--- config.mk ---
export PLATFORM = sky130hd
export DESIGN_NAME = seg7_scan
export DESIGN_NICKNAME = d
export VERILOG_FILES = /design/src/rtl/seg7_pkg.sv /design/src/rtl/hex_to_7seg.sv /design/src/rtl/seg7_scan.sv
export SDC_FILE = /design/constraint.sdc
export NUM_CORES = 1
export LEC_CHECK = 0
export CELL_PAD_IN_SITES_DETAIL_PLACEMENT = 1
export CELL_PAD_IN_SITES_GLOBAL_PLACEMENT = 1
export CORE_MARGIN = 4
export CORE_UTILIZATION = 42
export DETAILED_ROUTE_END_ITERATION = 10
export PLACE_DENSITY_LB_ADDON = 0.1
export SLEW_MARGIN = 40
export SYNTH_ARGS = -nofsm -noshare
export SYNTH_HDL_FRONTEND = slang
export SYNTH_HIERARCHICAL = 1
export SYNTH_SLANG_ARGS = --single-unit
--- constraint.sdc ---
create_clock -name clk_in -period 5.57 [get_ports clk_in]
set_input_delay 0.8355 -clock clk_in [delete_from_list [all_inputs] [get_ports clk_in]]
set_output_delay 0.8355 -clock clk_in [all_outputs]
set_load 0.01 [all_outputs]
--- src/rtl/seg7_pkg.sv ---
// Shared types and constants for the multiplexed 7-segment scan driver.
package seg7_pkg;

    typedef enum logic [0:0] {
        GUARD = 1'b0,
        SHOW  = 1'b1
    } scan_state_e;

    localparam logic [6:0] SEG_BLANK = 7'h7F;

    // Active-low {g,f,e,d,c,b,a} patterns for hex digits 0..F.
    localparam logic [6:0] SEG_PATTERNS [16] = '{
        7'h40, 7'h79, 7'h24, 7'h30, 7'h19, 7'h12, 7'h02, 7'h78,
        7'h00, 7'h10, 7'h08, 7'h03, 7'h46, 7'h21, 7'h06, 7'h0E
    };

    function automatic int min_width(input int n);
        if (n > 1) begin
            return $clog2(n);
        end else begin
            return 1;
        end
    endfunction

endpackage

--- src/rtl/hex_to_7seg.sv ---
// Combinational hex nibble to active-low 7-segment pattern decoder.
module hex_to_7seg
    import seg7_pkg::*;
(
    input  logic [3:0] nibble,
    output logic [6:0] seg
);

    // Table lookup of the segment pattern for the nibble
    always_comb begin
        seg = SEG_PATTERNS[nibble];
    end

endmodule

--- src/rtl/seg7_scan.sv ---
// N-digit common-anode 7-segment scanner with per-slot ghost-suppression guard.
// Optional macro LEADING_ZERO_BLANK_EN blanks digits above the most-significant nonzero nibble.
module seg7_scan
    import seg7_pkg::*;
#(
    parameter int N_DIGITS     = 8,
    parameter int GUARD_CYCLES = 4
) (
    input  logic                    clk_in,
    input  logic                    reset,
    input  logic                    scan_tick,
    input  logic [4*N_DIGITS-1:0]   value,
    input  logic [N_DIGITS-1:0]     dp_in,
    input  logic [N_DIGITS-1:0]     digit_en,
    output logic [N_DIGITS-1:0]     an,
    output logic [6:0]              seg,
    output logic                    dp
);

    localparam int IDX_W = min_width(N_DIGITS);
    localparam int CNT_W = min_width(GUARD_CYCLES);
    localparam logic [IDX_W-1:0]    IDX_ZERO = {IDX_W{1'b0}};
    localparam logic [IDX_W-1:0]    IDX_LAST = IDX_W'(N_DIGITS - 1);
    localparam logic [CNT_W-1:0]    CNT_ZERO = {CNT_W{1'b0}};
    localparam logic [CNT_W-1:0]    CNT_LAST = CNT_W'(GUARD_CYCLES - 1);
    localparam logic [N_DIGITS-1:0] AN_OFF   = {N_DIGITS{1'b1}};

    scan_state_e            state_r, state_s;
    logic [IDX_W-1:0]       idx_r, idx_s;
    logic [CNT_W-1:0]       cnt_r, cnt_s;

    logic                   latch_s;
    logic [4*N_DIGITS-1:0]  value_sh_r, value_sh_s;
    logic [N_DIGITS-1:0]    dp_sh_r, dp_sh_s;
    logic [N_DIGITS-1:0]    en_sh_r, en_sh_s;

    logic [3:0]             nibble_s;
    logic [6:0]             hex_seg_s;
    logic                   blank_s;

    logic [N_DIGITS-1:0]    an_s, an_r;
    logic [6:0]             seg_s, seg_r;
    logic                   dp_s, dp_r;

    // State, digit index and guard counter registers
    always_ff @(posedge clk_in) begin
        if (!reset) begin
            state_r <= GUARD;
            idx_r   <= IDX_ZERO;
            cnt_r   <= CNT_ZERO;
        end else begin
            state_r <= state_s;
            idx_r   <= idx_s;
            cnt_r   <= cnt_s;
        end
    end

    // Next-state logic: guard countdown, then hold the digit until the next strobe
    always_comb begin
        state_s = state_r;
        idx_s   = idx_r;
        cnt_s   = cnt_r;
        case (state_r)
            GUARD: begin
                if (cnt_r == CNT_LAST) begin
                    state_s = SHOW;
                    cnt_s   = CNT_ZERO;
                end else begin
                    cnt_s = cnt_r + CNT_W'(1);
                end
            end
            SHOW: begin
                if (scan_tick) begin
                    state_s = GUARD;
                    cnt_s   = CNT_ZERO;
                    if (idx_r == IDX_LAST) begin
                        idx_s = IDX_ZERO;
                    end else begin
                        idx_s = idx_r + IDX_W'(1);
                    end
                end else begin
                    state_s = SHOW;
                end
            end
            default: begin
                state_s = GUARD;
                idx_s   = IDX_ZERO;
                cnt_s   = CNT_ZERO;
            end
        endcase
    end

    // Frame latch window: first guard cycle of digit 0 (also the first cycle after reset)
    always_comb begin
        latch_s = (state_r == GUARD) && (idx_r == IDX_ZERO) && (cnt_r == CNT_ZERO);
        if (latch_s) begin
            value_sh_s = value;
            dp_sh_s    = dp_in;
            en_sh_s    = digit_en;
        end else begin
            value_sh_s = value_sh_r;
            dp_sh_s    = dp_sh_r;
            en_sh_s    = en_sh_r;
        end
    end

    // Shadow copies of the displayed frame
    always_ff @(posedge clk_in) begin
        if (!reset) begin
            value_sh_r <= {(4*N_DIGITS){1'b0}};
            dp_sh_r    <= {N_DIGITS{1'b0}};
            en_sh_r    <= {N_DIGITS{1'b0}};
        end else begin
            value_sh_r <= value_sh_s;
            dp_sh_r    <= dp_sh_s;
            en_sh_r    <= en_sh_s;
        end
    end

    // Select the shadow nibble of the upcoming digit
    always_comb begin
        nibble_s = 4'h0;
        for (int i = 0; i < N_DIGITS; i++) begin
            if (idx_s == IDX_W'(i)) begin
                nibble_s = value_sh_s[i*4 +: 4];
            end else begin
                nibble_s = nibble_s;
            end
        end
    end

    hex_to_7seg u_hex_to_7seg (
        .nibble (nibble_s),
        .seg    (hex_seg_s)
    );

`ifdef LEADING_ZERO_BLANK_EN
    logic [IDX_W-1:0] msd_s;

    // Blank digits above the most-significant nonzero nibble; digit 0 always survives
    always_comb begin
        msd_s = IDX_ZERO;
        for (int i = 1; i < N_DIGITS; i++) begin
            if (value_sh_s[i*4 +: 4] != 4'h0) begin
                msd_s = IDX_W'(i);
            end else begin
                msd_s = msd_s;
            end
        end
        blank_s = (idx_s > msd_s);
    end
`else
    // Every enabled digit is shown, leading zeros included
    always_comb begin
        blank_s = 1'b0;
    end
`endif

    // Output decode from the next state so the pins come straight from flops
    always_comb begin
        an_s  = AN_OFF;
        seg_s = SEG_BLANK;
        dp_s  = 1'b1;
        if (state_s == SHOW) begin
            seg_s = hex_seg_s;
            dp_s  = ~dp_sh_s[idx_s];
            for (int i = 0; i < N_DIGITS; i++) begin
                an_s[i] = ~((idx_s == IDX_W'(i)) && en_sh_s[i] && !blank_s);
            end
        end else begin
            an_s  = AN_OFF;
            seg_s = SEG_BLANK;
            dp_s  = 1'b1;
        end
    end

    // Output registers
    always_ff @(posedge clk_in) begin
        if (!reset) begin
            an_r  <= AN_OFF;
            seg_r <= SEG_BLANK;
            dp_r  <= 1'b1;
        end else begin
            an_r  <= an_s;
            seg_r <= seg_s;
            dp_r  <= dp_s;
        end
    end

    assign an  = an_r;
    assign seg = seg_r;
    assign dp  = dp_r;

endmodule

Word level (Yosys, flattened, before mapping) --
Memories as Yosys holds them, arrays and structs flattened. A register that Yosys moved wholly into a read port is not among the register bits. Index checks and enable logic that the tools add are counted.
Word-level totals: bits in registers 63, ROM bits 112, input port bits 51, output and inout port bits 16, word-level logic and storage cells 70, memories 1
Memory list:
- (name not given) | depth 16, bits a word 7, read ports 1, clocked after Yosys merged registers in 1, wr ports 0, RTL line hex_to_7seg.sv:11 | seg = SEG_PATTERNS[nibble];
Cells by class: $add $sub $neg 2, order comparisons 1, equal/unequal tests 10, multiplexer cells 22, bitwise operators 11, reductions and logical operators 15
Operator list (number):
- 2-to-1 mux 32 bit | 1
- 2-to-1 mux 4 bit | 8
- 2-to-1 mux 8 bit | 2
- equality test 3 bit (second input constant) | 5
- logical AND 1 bit | 10
- inverter 1 bit | 10
- 2-to-1 mux 3 bit | 3
- equality test 3 x 2 -> 1 bit (second input constant) | 2
- logical NOT 3 bit | 2
- inverter 4 -> 5 bit | 1
- less-than comparator 3 x 4 -> 1 bit (second input constant) | 1
- 2-to-1 mux 2 bit | 2
- one-hot mux 2 bit (2 select lines) | 1
- adder 3 x 1 -> 3 bit (second input constant) | 1
- binary-select mux 1 bit (select 3 bit) | 1
- equality test 3 x 1 -> 1 bit (second input constant) | 1
- 2-to-1 mux 1 bit | 3
- adder 2 x 1 -> 2 bit (second input constant) | 1
- equality test 2 bit (second input constant) | 1
- logical NOT 2 bit | 1
- inequality test 2 bit (second input constant) | 1
- one-hot mux 1 bit (2 select lines) | 1
- AND reduction 2 bit | 1
- logical NOT 1 bit | 1

Depth between registers and ports, before layout --
word-level depth 14, mapped depth 17, gate-level depth less buffers 13

Cells and area by module --
The synthesis kept the hierarchy.
By module, submodules not included:
- seg7_scan | instances 1, cells an instance 302, area an instance 2965.3 um^2, sequential area each 1401.3 um^2
- hex_to_7seg | instances 1, cells an instance 36, area an instance 256.5 um^2, sequential area each 0.0 um^2

Worst setup path after synthesis --
Ideal clock, no wire load.
kind register -> register, from register idx_r[0], to register seg_r[3], in the netlist seg[3], library setup time 0.123 ns, arrival 3.279 ns, required time 5.447 ns, setup slack 2.168 ns, stages on the path, launching flop included 15, buffers on the path 1, period minus slack after synthesis 3.402 ns, cells stage by stage dfxtp_1 > clkbuf_1 > inv_1 > ha_1 > or3b_1 > o32a_1 > o21ai_0 > a21oi_1 > o21ai_1 > inv_1 > ha_1 > or2_1 > a21oi_1 > a31oi_1 > or2_2
Between the ends: cells in the longest elaborated chain, start to end 14, elaborated cells between the ends (all ways) 26, those cells by class add/sub (1); eq/ne (8); mux (12); bitwise (1); reduce/logical (4)
RTL lines:
- start: declaration | RTL line seg7_scan.sv:29 | logic [IDX_W-1:0] idx_r, idx_s;
- start signal: assignment | RTL line seg7_scan.sv:53 | idx_r <= idx_s;
- adder 3 x 1 -> 3 bit / equality test 3 bit (equally long branches) | RTL line seg7_scan.sv:79, seg7_scan.sv:76
- 2-to-1 mux 3 bit | RTL line seg7_scan.sv:76 | if (idx_r == IDX_LAST) begin
- 2-to-1 mux 3 bit | RTL line seg7_scan.sv:73 | if (scan_tick) begin
- 2-to-1 mux 3 bit | RTL line seg7_scan.sv:63 | case (state_r)
- logical NOT 3 bit | RTL line seg7_scan.sv:124 | if (idx_s == IDX_W'(i)) begin
- 2-to-1 mux 4 bit (7 in a row) | RTL line seg7_scan.sv:124
- 2-to-1 mux 4 bit * | RTL line seg7_scan.sv:124
- net nibble_s[1] | RTL line seg7_scan.sv:37 | logic [3:0] nibble_s;
- inverter 4 -> 5 bit (not written as such) * | RTL line hex_to_7seg.sv:11
- end: declaration | RTL line seg7_scan.sv:42 | logic [6:0] seg_s, seg_r;
The timed path passes the listed nets; every way through them passes the cells marked *. A chain may end at the register's enable or synchronous reset.

Worst setup path in the final report --
Ends and elaborated chain as after synthesis.

==> summary by stage <==
Floorplanning
The core region is 7370 sq um. The initial core utilization is 43.7%. Measured along the y axis, the die boundary spans 95.6 microns. The die is around 96 microns wide. Pin placement for this block handled 67 I/O pins. The die covers 9140 sq um. Row generation in the floorplan step produced 31 rows.

Power and ir drop
The total power consumption of the routed design is 1380 uW. The leakage power total is 0.00171 uW. Dividing total power by cell area gives a power density of between 300 and 400 nW/um^2. IR analysis of the VDD net gives a maximum drop of approximately 0.18 mV.

Global routing
The total routing usage reported by global routing is 20.4%. The number of global-route vias before repair is around 2800. The pin count of the biggest net entering global routing is between 50 and 60. The total overflow left after global routing is 0. The initial antenna violation count came to 0. The global-route wire length before repair is 14.2 mm.

CTS
The cell sitting at the root of the clock tree is a clkbuf_8. The clock-pin slew on the worst setup and hold paths is 80 ps. The H-tree was split into 3 levels.

TritonCTS built the clock tree. The number of buffers added for setup after CTS is 0. The clock sink count is 70.

In this run the deepest clock path goes through 2 buffers. The source-to-sink clock delay at the later pin of the worst-skew pair is around 350 ps. The post-cts sizing count is 0. The number of buffers added to fix hold violations after cts is 0. TritonCTS created 9 clock buffers.

Setup path
The critical path goes through inv_1 -> ha_1 -> or3b_1 -> o32a_1 -> o21ai_0 -> a21oi_1 -> o21ai_1 -> inv_1 -> ha_1 -> or2_1 -> a21oi_1 -> a31oi_1 -> or2_2. The cell at the slowest stage of the critical path is dfxtp_1. In this design, the stage delay of the slowest critical-path cell is 640 ps. The minimum setup slack among reg-to-reg paths is around 1600 ps. The critical path in this run is classified as reg2reg.

The largest fanout on the critical path is 16. The combined buffer and inverter count along the critical path is 2. The worst setup path is captured at a register.

The kind of start point of the critical path is a register. Among cell families on the critical path, the largest total delay comes from compound AO/OA/AOI/OAI gates. The critical path arrival is 4230 ps. At the worst endpoint, the required time is 5810 ps.

Cells and area
The final antenna diode count is 0. The post-layout net count is 460. Of the cells placed in the final design, the portion with a size suffix greater than 1 is 8.96%. The total area of sequential cells is 1400 sq um.

The multi-input gate area in the final layout is roughly 1700 sq um. The filler cells instantiated in the layout total 834. The layout overhead on the synthesized area is 29.4%.

Timing
The final-report setup violation count is 0. The sum of negative setup slack is 0 ps. The max-slew violation count is 0. The worst clock skew on the final layout is about 12 ps. Setup repair after global routing left no endpoint under its margin.

The final count of hold timing violations was 0. The maximum frequency from static timing analysis is between 200 and 300 MHz. Subtracting the final worst setup slack from the clock period gives ~4000 ps.

In this run the tightest slew margin relative to its limit is 54.7%. At the pin with the least slew margin, the transition time is 680 ps. The period utilization is 71.7%.

Yosys
For this run, the leading register cell type out of synthesis is dfxtp_1. The average footprint of a synthesized cell is between 9 and 10 sq um. Synthesis handed over a netlist of 338 instances.

The post-synthesis async set-or-reset flop share is 0%. In this run, synthesis inferred 0 flip-flops with an integrated enable. Of the synthesized area, sequential elements account for 43.5%. The post-synthesis cell area is 3220 sq um.

Yosys mapped the design onto 49 distinct sky130hd cell types. Synthesis inferred 70 register bits. The net count of the mapped netlist is 401.

The number of warnings reported in the yosys synthesis log is 6.

Detailed routing
The remaining design rule violation count is 0. The routed via count is 2699. The post-detailed-route wirelength per cell is between 15 and 20 microns. In this run the remaining antenna-violating nets after routing total 0. In the routed layout, each cell is associated on average with a via count of roughly 5.4. The total routed wirelength is 8.79 mm. The first detailed-routing pass ran for 7 iterations. In this run, the number of DRC markers left after iteration 0 of detailed routing was 160.

Status
The flow ran to the end, and the final reports show no timing, DRC or antenna violations.

Placed design
The final weighted congestion in routability-driven placement is just over 0.8. Once detailed placement completed, the half-perimeter wirelength came to 6.41 mm. The number of port buffers is 66.

Hold path
The class of the tightest hold or removal check is reg2reg.

Run
Across the run, the number of max-cap violations was 0.
==> cells by family (layout without fill, tap and decap cells) <==
kind of cell	after synthesis	count (layout)	synth area share (%)
multiplexers	53	53	16.5
AND/OR/NAND/NOR	108	108	15.8
flip-flops	70	70	43.5
adder cells (fa/ha/maj)	12	12	4.66
AO/OA/AOI/OAI	65	65	14.0
buffers and inverters	30	94	5.48
==> registers in the layout, summed over array words and instances, names as in the netlist <==
register / count
en_sh_r: 8
idx_r: 3
cnt_r: 2
dp_sh_r: 8
value_sh_r: 32
state_r: 1
seg: 7
dp: 1
an: 8
==> synth_stat cells (all sizes together) (2+ instances only) <==
cell / n / area share (%)
o32a: 3 / 0.93
a22oi: 4 / 0.93
o21ai: 14 / 2.2
dfxtp: 70 / 43
inv: 10 / 1.2
o22ai: 9 / 1.7
mux2: 2 / 0.70
or2: 9 / 1.7
buf: 10 / 3.1
a22o: 2 / 0.54
o32ai: 3 / 0.82
or3: 5 / 0.97
a211oi: 3 / 0.70
o22a: 5 / 1.4
mux2i: 51 / 16
nor3: 2 / 0.31
clkbuf: 10 / 1.2
nor2: 55 / 6.4
or4: 3 / 0.70
ha: 12 / 4.7
o21a: 2 / 0.47
o31a: 2 / 0.54
o211ai: 2 / 0.47
a21bo: 2 / 0.62
a21oi: 9 / 1.4
nor2b: 2 / 0.39
o221ai: 2 / 0.54
nand2: 17 / 2.1
nand3: 3 / 0.47
nand2b: 5 / 0.97
==> area by class of cell <==
class	instances	area share (%)
timing repair buffer	68	16.2
tap	99	2.97
clock inverter	5	2.52
clock buffer	11	3.63
sequential	70	33.6
multi-input combinational	238	40.1
inverter	10	0.960
==> path summary, 6_finish.rpt <==
kind                   start          to  cells after the start
hold reg to reg   en_sh_r[6]  en_sh_r[6]                      2
setup reg to reg    idx_r[0]      seg[3]                     13
setup / recovery    idx_r[0]      seg[3]                     13
hold / removal    en_sh_r[6]  en_sh_r[6]                      2
==> metrics by stage <==
stage	instance area [sq um]	std cells	worst slack, ps	hold WS [ps]	util, %
5_1_grt	4170	501	1320	531	56.6
6_report	4170	501	1580	497	56.6
3_3_place_gp	3900	485	1540	462	52.9
3_5_place_dp	3910	485	1440	482	53.1
2_1_floorplan	3220	338	2170	448	-
4_1_cts	4170	501	1610	501	56.6
==> report_power, final <==
| part | total [uW] | switching (uW) | internal, uW |
|---|---|---|---|
| logic | 301 | 162 | 139 |
| clock network | 518 | 196 | 322 |
| registers | 558 | 14.4 | 544 |
==> layout by cell type (no fill, tap or decap), types with 3 or more instances in the layout <==
master / Yosys / final
bufinv_16: 0 / 3
nand2_1: 16 / 16
a22oi_1: 4 / 4
or3_1: 5 / 5
dfxtp_1: 70 / 70
o21ai_0: 5 / 4
o22a_1: 5 / 5
o32a_1: 3 / 3
clkdlybuf4s50_1: 0 / 66
or4_1: 3 / 3
a211oi_1: 3 / 3
clkbuf_8: 0 / 11
nor2_1: 55 / 55
a21oi_1: 9 / 8
inv_1: 8 / 8
or2_2: 8 / 8
nand3_1: 3 / 3
nand2b_1: 5 / 5
ha_1: 12 / 12
o22ai_1: 9 / 9
o21ai_1: 9 / 9
mux2i_1: 51 / 51
o32ai_1: 3 / 3
==> worst min-delay path, cell delays in order, from the launching register on <==
cell	delay, ps
dfxtp_1	310
mux2i_1	70
nor2_1	80
==> per-layer routing <==
layer  vias to the layer above  GRT usage, %  share of wire [%]
met4                         0          7.11                1.7
met5                         -             0                  0
met2                        70          33.8                 49
li1                       1309             -                  -
met3                        13          5.13                5.0
met1                      1307          25.8                 44
No activity file was read; power rests on OpenSTA's default activity.
==> patch, RTL diff (config.mk and constraints unchanged) <==
Remove the register `an_r`: a continuous assignment takes its place, so the output `an` follows one clock earlier.
--- a/src/rtl/seg7_scan.sv
+++ b/src/rtl/seg7_scan.sv
@@ -178,13 +178,13 @@
     always_ff @(posedge clk_in) begin
         if (!reset) begin
-            an_r  <= AN_OFF;
             seg_r <= SEG_BLANK;
             dp_r  <= 1'b1;
         end else begin
-            an_r  <= an_s;
             seg_r <= seg_s;
             dp_r  <= dp_s;
         end
     end
+
+    assign an_r = an_s;
 
     assign an  = an_r;
Function: changed (a bounded check fails within 4 cycles, from zero or initial values and one cycle with reset low).
==> patch against the original RTL <==
Sequential share of layout area shrank 2.9 points; cell area shrank 3.2%; sequential cell count shrank 8; area after synthesis shrank 3.2%; power shrank 8.9%; critical path type is now in -> out; first-iteration DRC count shrank 20%; wire length shrank 5.6%; largest power group unchanged; setup slack lost 240 ps; highest routed layer unchanged; core utilization shrank 0.94 points.
==> patch: results (changes against the original RTL) <==
[yosys]
yosys-top-cells-area = dfxtp_1 (40%), mux2i_1 (16%), nor2b_1 (10%)
synthAdderAreaFrac_pct = 4.81  ; +0.15 points
syn_area_per_cell_um2 = 9.63  ; +1.0%
yosysSeqAreaShare_pct = 39.8  ; -3.7 points
synthTopCellsByCount = dfxtp_1 (62), nor2b_1 (50), mux2i_1 (49), nand2_1 (17), ha_1 (12)
synth_nets = 387  ; -3.5%
synth_mux_area_share_pct = 17.5  ; +0.99 points
synth_compound_area_share_pct = 11.5  ; -2.5 points
ys_types = 49  ; unchanged

[run_status]
status = completed

[timing]
hold_ws_ps = 515  ; +17.5 ps
finClkSkew_ps = 7.06  ; -4.99 ps
max_freq_mhz = 236  ; -5.6%
worst_slew_pin_slew_ps = 571  ; -109 ps

[critical_path]
ff2ff_path_depth = 12  ; -1
cp_max_fo = 12  ; -4
cpMaxStageDelayCell = clkdlybuf4s50_1
startpoint = scan_tick
r2r_setup_slack_ps = 1750  ; +170 ps
cp-endpoint = an[1]

[global_routing]
met3_usage_pct = 4.73  ; -0.40 points
grt_first_pass_wirelength_um = 13600  ; -3.9%
grt_use_met2_pct = 34.8  ; +0.94 points
grt_pass1_vias = 2651  ; -3.6%
use_met1_pct = 24.5  ; -1.3 points
grt_max_degree = 55  ; +1.9%

[finish]
drive_gt1_share_pct = 9.95  ; +0.99 points
multi_input_area_um2 = 1700  ; +1.8%
fillers = 835  ; +0.12%

[placed_design]
pre_cts_slack_ps = 1210  ; -228 ps
gp_congestion = 0.834  ; +3.2%
place_inst = 475  ; -2.1%
hpwl_um = 5940  ; -7.3%
place_area_um2 = 3810  ; -2.7%
io_buffers = 66  ; unchanged

[cts]
clock_latency_ps = 330  ; -20 ps

[hold_path]
min_from = en_sh_r[0]$_SDFF_PN0_
min_to = en_sh_r[0]$_SDFF_PN0_

[power_and_ir_drop]
p_leak_uw = 0.00166  ; -2.9%

[drt]
drt-pass1-iter-count = 4  ; -3
m1WireLength_um = 3700  ; -4.4%
wl_met2_um = 4140  ; -4.4%
met3_length_um = 388  ; -12%

## patch: cell count changes in the layout (fill, tap and decap cells not counted), sizes merged, moves of 4 or more
cell / delta
buf: +4
nor2: -44
dfxtp: -8
nor2b: +48
clkinv: +4
a22oi: -4
nand3: +4
o22a: -5
## patch: cell type report
| type | instances | share of cell area, % |
|---|---|---|
| flip-flops and latches | 62 | 30.8 |
| clock buffers | 9 | 3.07 |
| multi-input cells | 233 | 42.2 |
| clock inverters | 7 | 2.45 |
| repair buffers | 71 | 17.5 |
| inverters | 10 | 0.930 |
| well taps | 99 | 3.07 |
## patch: power by group
part	switching (uW)	internal, uW	total (uW)	leakage, uW
clock network	194	253	448	0.000109
registers	13.6	486	500	0.000511
logic	157	149	306	0.00104
total	364	889	1250	0.00166
## patch: worst max-delay path, delay by kind of cell
| kind | cells | cell delay (ps) |
|---|---|---|
| and+or+nand+nor | 3 | 900 |
| buffers and inverters | 2 | 1140 |
| AOI/OAI and AO/OA | 1 | 510 |
